$ cat config.mk
export PLATFORM = sky130hd
export DESIGN_NAME = ic_pp
export DESIGN_NICKNAME = d
export VERILOG_FILES = /design/src/rtl/ic_pp.sv
export SDC_FILE = /design/constraint.sdc
export NUM_CORES = 1
export LEC_CHECK = 0
export ABC_AREA = 1
export ABC_CLOCK_PERIOD_IN_PS = 2800
export BUFFER_PORTS_ARGS = -buffer_cell sky130_fd_sc_hd__buf_2
export CAP_MARGIN = 30
export CORE_ASPECT_RATIO = 1.75
export CORE_MARGIN = 5
export CORE_UTILIZATION = 55
export DETAILED_ROUTE_END_ITERATION = 8
export GPL_TIMING_DRIVEN = 0
export PLACE_DENSITY_LB_ADDON = 0.15
export SLEW_MARGIN = 15
export SYNTH_ARGS = -nofsm -noshare
export SYNTH_HDL_FRONTEND = slang
export SYNTH_SLANG_ARGS = --single-unit
$ cat constraint.sdc
create_clock -name clk -period 2.8 [get_ports clk]
set_input_delay 0.14 -clock clk [delete_from_list [all_inputs] [get_ports clk]]
set_output_delay 0.14 -clock clk [all_outputs]
set_load 0.005 [all_outputs]
$ cat src/rtl/ic_pp.sv
// ic_pp: ping-pong input cache feeding one systolic-array column.
// Two banks of DEPTH words alternate: the writer fills one bank while the
// column drains the other. Frames may be shorter than DEPTH (wlast), and a
// bank may be replayed for data reuse.
// Ports:
//   clk, rst          : clock, synchronous active-high reset
//   din, wr_en, wlast : write data, write strobe, last word of frame
//   wrdy              : write bank is free (combinational)
//   rrdy              : read bank holds a complete frame (combinational)
//   rd_en_pre, replay : read strobe from previous column, keep bank on last read
//   rd_en_nxt         : rd_en_pre delayed one cycle for the next column
//   col_data_in/valid : registered read data to the column
//   empty             : both banks free and no partial frame (combinational)
//   err               : sticky protocol-violation flag
module ic_pp #(
  parameter int unsigned DATA_WIDTH = 8,
  parameter int unsigned DEPTH      = 16
) (
  input  logic                  clk,
  input  logic                  rst,
  input  logic [DATA_WIDTH-1:0] din,
  input  logic                  wr_en,
  input  logic                  wlast,
  output logic                  wrdy,
  output logic                  rrdy,
  input  logic                  rd_en_pre,
  input  logic                  replay,
  output logic                  rd_en_nxt,
  output logic [DATA_WIDTH-1:0] col_data_in,
  output logic                  col_valid_in,
  output logic                  empty,
  output logic                  err
);

  localparam int unsigned AW = (DEPTH > 1) ? $clog2(DEPTH) : 1;
  localparam int unsigned LW = AW + 1;

  logic [1:0]            bank_full_q, bank_full_d;
  logic [LW-1:0]         len_q [2];
  logic [LW-1:0]         len_d [2];
  logic                  wsel_q, wsel_d;
  logic                  rsel_q, rsel_d;
  logic [AW-1:0]         waddr_q, waddr_d;
  logic [AW-1:0]         raddr_q, raddr_d;
  logic [DATA_WIDTH-1:0] col_data_q, col_data_d;
  logic                  col_valid_q, col_valid_d;
  logic                  rd_en_nxt_q;
  logic                  err_q, err_d;
  logic [DATA_WIDTH-1:0] mem_q [2][DEPTH];

  logic wr_acc, wr_end, rd_acc, rd_end;

  // Accept/terminate conditions for both ports
  assign wr_acc = wr_en & ~bank_full_q[wsel_q];
  assign wr_end = wlast | (waddr_q == AW'(DEPTH - 1));
  assign rd_acc = rd_en_pre & bank_full_q[rsel_q];
  assign rd_end = (LW'(raddr_q) == (len_q[rsel_q] - LW'(1)));

  // Next-state logic; write and read never touch the same bank, so the
  // set and clear of bank_full may both apply in one cycle.
  always_comb begin
    bank_full_d = bank_full_q;
    len_d       = len_q;
    wsel_d      = wsel_q;
    rsel_d      = rsel_q;
    waddr_d     = waddr_q;
    raddr_d     = raddr_q;
    col_data_d  = '0;
    col_valid_d = 1'b0;
    err_d       = err_q;

    if (wr_acc) begin
      if (wr_end) begin
        len_d[wsel_q]       = LW'(waddr_q) + LW'(1);
        bank_full_d[wsel_q] = 1'b1;
        waddr_d             = '0;
        wsel_d              = ~wsel_q;
      end else begin
        waddr_d = waddr_q + AW'(1);
      end
    end
    if (wr_en & ~wr_acc) err_d = 1'b1;

    if (rd_acc) begin
      col_data_d  = mem_q[rsel_q][raddr_q];
      col_valid_d = 1'b1;
      if (rd_end) begin
        raddr_d = '0;
        if (!replay) begin
          bank_full_d[rsel_q] = 1'b0;
          rsel_d              = ~rsel_q;
        end
      end else begin
        raddr_d = raddr_q + AW'(1);
      end
    end
    if (rd_en_pre & ~rd_acc) err_d = 1'b1;
  end

  // Control state registers
  always_ff @(posedge clk) begin
    if (rst) begin
      bank_full_q <= '0;
      len_q       <= '{default: '0};
      wsel_q      <= 1'b0;
      rsel_q      <= 1'b0;
      waddr_q     <= '0;
      raddr_q     <= '0;
      col_data_q  <= '0;
      col_valid_q <= 1'b0;
      rd_en_nxt_q <= 1'b0;
      err_q       <= 1'b0;
    end else begin
      bank_full_q <= bank_full_d;
      len_q       <= len_d;
      wsel_q      <= wsel_d;
      rsel_q      <= rsel_d;
      waddr_q     <= waddr_d;
      raddr_q     <= raddr_d;
      col_data_q  <= col_data_d;
      col_valid_q <= col_valid_d;
      rd_en_nxt_q <= rd_en_pre;
      err_q       <= err_d;
    end
  end

  // Bank storage; contents are don't-care after reset
  always_ff @(posedge clk) begin
    if (wr_acc) mem_q[wsel_q][waddr_q] <= din;
  end

  assign wrdy         = ~bank_full_q[wsel_q];
  assign rrdy         = bank_full_q[rsel_q];
  assign empty        = ~bank_full_q[0] & ~bank_full_q[1] & (waddr_q == '0);
  assign rd_en_nxt    = rd_en_nxt_q;
  assign col_data_in  = col_data_q;
  assign col_valid_in = col_valid_q;
  assign err          = err_q;

endmodule

==> impl_metrics.py <==
metrics = {
    "detailed_routing": {
        "num_vias": 8442,
        "wire_per_inst_um": 23.90,
        "wirelength_mm": 33.96,
        "drc_errors": 0,
        "postRouteAntennaNets": 0,
        "drt-vias-per-instance": 5.941,
        "drtPass1Iterations": 5,
        "drt-initial-drc-count": 794,
    },
    "global_routing": {
        "grtUsageTotal": 0.2764,
        "grt_pass1_wl_mm": 50.18,
        "grt_antenna_before_repair": 1,
        "grt_overflow_total": 0,
        "grt_max_degree": 33,
        "grt_pass1_vias": 8446,
    },
    "cts": {
        "cts_tree": "yes",
        "cts_buffer_depth": 3,
        "clk_latency_ps": 530,
        "cts_root_buf": "clkbuf_16",
        "cts.clk_slew.worst_paths_ps": 60,
        "h-tree-depth": 1,
        "post-cts-setup-buffer-count": 0,
        "cts.sinks": 290,
        "cts_buffers": 26,
    },
    "logic_synthesis": {
        "synth_compound_gate_area_share": 0.1012,
        "yosys.area_share.simple": 0.1484,
        "synth_cell_types": 33,
        "avgSynthCellArea_um2": 11.44,
        "synth_cells": 1041,
        "yosys_warnings": 0,
        "synthAdderAreaFrac": 0.006302,
        "synth-xor-area-share": 0.003676,
        "synthMuxAreaShare": 0,
        "synth.yosys.seq_area_share": 0.7024,
        "synth_top_family_by_area": "simple AND/OR/NAND/NOR gates",
        "syn_area_mm2": 0.01191,
        "ys_seq_elements": 290,
        "synth_nets": 1061,
    },
    "flow_run": {
        "max_cap_viol_count": 0,
    },
    "die": {
        "dieWidth_um": 121.3,
        "io_pins": 28,
        "rows": 71,
        "die-height_um": 204.7,
        "core_mm2": 0.02141,
        "start_util": 0.5564,
        "die_area_mm2": 0.02482,
    },
    "final_layout": {
        "area_growth_pct": 13.54,
        "mostFrequentLayoutCells": "edfxtp_1 (256), nor2_1 (188), nand2_1 (135), o21ai_0 (119), nand3_1 (54)",
        "final_common_cell": "edfxtp_1",
        "layout-drive-gt1-share": 0.1355,
        "stdcell_area_mm2": 0.01353,
        "n_antenna_cell": 0,
        "final_util": 0.6318,
        "n_fill_cell": 1672,
        "final_net_count": 1129,
    },
    "setup_path": {
        "crit_path_max_fanout": 10,
        "path_class": "flip-flop to flip-flop",
        "worstPathCellList": "buf_6 -> inv_4 -> nand2_2 -> o21ai_4 -> nand2_4 -> inv_2 -> nand2_1 -> nor3_1 -> buf_2",
        "start_kind": "flip-flop",
        "cp_top_family": "simple AND/OR/NAND/NOR gates",
        "crit_buf_inv": 4,
        "critPathMaxStageDelay_ps": 550,
        "cp_data_required_time_ps": 3030,
        "cp_slowest_cell": "nor3_1",
        "cp-end-kind": "flip-flop",
        "crit_arrival_ps": 2870,
    },
    "sta": {
        "skew_ps": 14.74,
        "slew_headroom": 0.4168,
        "whs_ps": 28.26,
        "layout_setup_ws_ps": 158.0,
        "setup_viol": 0,
        "finalCritPeriodShare": 0.9436,
        "tightest_slew_ps": 870.1,
        "slew_violations": 0,
        "hold_viol": 0,
        "fmax_mhz": 378.5,
        "period_minus_slack_ps": 2642,
        "rsz0062_at_grt": "false",
    },
    "hold_path": {
        "hold_class": "input pin to flip-flop",
    },
    "placed_design": {
        "pre_cts_slack_ps": 51.33,
        "port_buffers": 27,
        "dpl.hpwl_mm": 23.32,
        "placed_area_mm2": 0.01253,
        "place_congestion": 0.9929,
    },
    "power": {
        "total_power_mw": 9.138,
        "ir_drop_mv": 0.4594,
        "p_per_area_mw_per_mm2": 675.6,
        "power_leakage_nw": 4.826,
    },
    "run_status": {
        "outcome": "complete, no violations",
    },
}
[what timing repair did]
item                                    4_1_cts  5_1_grt
gates resized for setup                       0        4
hold buffers                                  3        0
endpoints found under the setup margin        0       15
endpoints found under the hold margin         5        0
[cell families after synthesis]
kind of cell / after synthesis
AO/OA/AOI/OAI: 217
flip-flops: 290
XOR/XNOR: 5
adder cells (fa/ha/maj): 6
AND/OR/NAND/NOR: 423
buffers and inverters: 100
[per-stage QoR]
step	TNS (ps)	instances
finish	0	1421
global route	0	1421
CTS	0	1421
detailed placement	0	1370
global placement	-142.0	1360
floorplan	0	1041
[flip-flops by register name, indices dropped and copies added, names as in the netlist, named ones only]
signal	count
col_valid_in	1
wsel_q	1
rsel_q	1
mem_q	256
waddr_q	4
rd_en_nxt	1
bank_full_q	2
len_q	10
raddr_q	4
col_data_in	8
err	1
[metal layers]
metal | track usage | vias to the layer above | wire length, µm
li1 | - | 3822 | -
met1 | 0.3004 | 4034 | 11370
met2 | 0.4965 | 450 | 17810
met3 | 0.04171 | 134 | 2231
met4 | 0.1755 | 2 | 2531
met5 | 0 | - | 13
[layout make-up]
type                    count  area [µm²]  share of cell area
plain buffers              55       280.3             0.02072
clock buffers              34       763.2             0.05643
clock inverters            14       178.9             0.01323
inverters                  45       171.4             0.01267
multi-input cells         651        3183              0.2353
flip-flops and latches    290        8368              0.6187
well taps                 292       365.4             0.02701
repair buffers             40       215.2             0.01591
[report_power, final]
part           leakage, nW  switching, mW  internal [mW]  total, mW
clock                0.467           1.57           2.30       3.87
sequential            2.58         0.0179           4.74       4.76
combinational         1.78          0.381          0.133      0.514
total                 4.83           1.97           7.17       9.14
[worst register-to-register path, stage by stage (launching register included)]
cell	delay, ps
dfxtp_1	310
buf_6	160
inv_4	200
nand2_2	100
o21ai_4	100
nand2_4	150
inv_2	180
nand2_1	300
nor3_1	560
buf_2	300
[synth_stat cells, drive strengths merged]
| cell | count | area share |
|---|---|---|
| nor2 | 193 | 0.063 |
| dfxtp | 34 | 0.057 |
| o22ai | 37 | 0.019 |
| edfxtp | 256 | 0.65 |
| o21ai | 135 | 0.058 |
| ha | 6 | 0.0063 |
| o211ai | 20 | 0.013 |
| a211oi | 2 | 0.0013 |
| buf | 28 | 0.015 |
| a21oi | 23 | 0.010 |
| xor2 | 5 | 0.0037 |
| clkbuf | 27 | 0.0085 |
| clkinv | 2 | 0.00063 |
| or2 | 4 | 0.0021 |
| nor3 | 28 | 0.012 |
| nand2 | 141 | 0.047 |
| nand3 | 56 | 0.024 |
| nand4 | 1 | 0.00053 |
| inv | 43 | 0.014 |
[final timing paths]
| check | cells after the start | from | slack (ps) | endpoint |
|---|---|---|---|---|
| setup / recovery | 9 | wsel_q | 160 | mem_q[0][48] |
| hold / removal | 4 | wr_en | 30 | waddr_q[3] |
| setup reg to reg | 9 | wsel_q | 160 | mem_q[0][48] |
| hold reg to reg | 2 | len_q[9] | 460 | len_q[9] |
No activity file was read; power rests on OpenSTA's default activity.
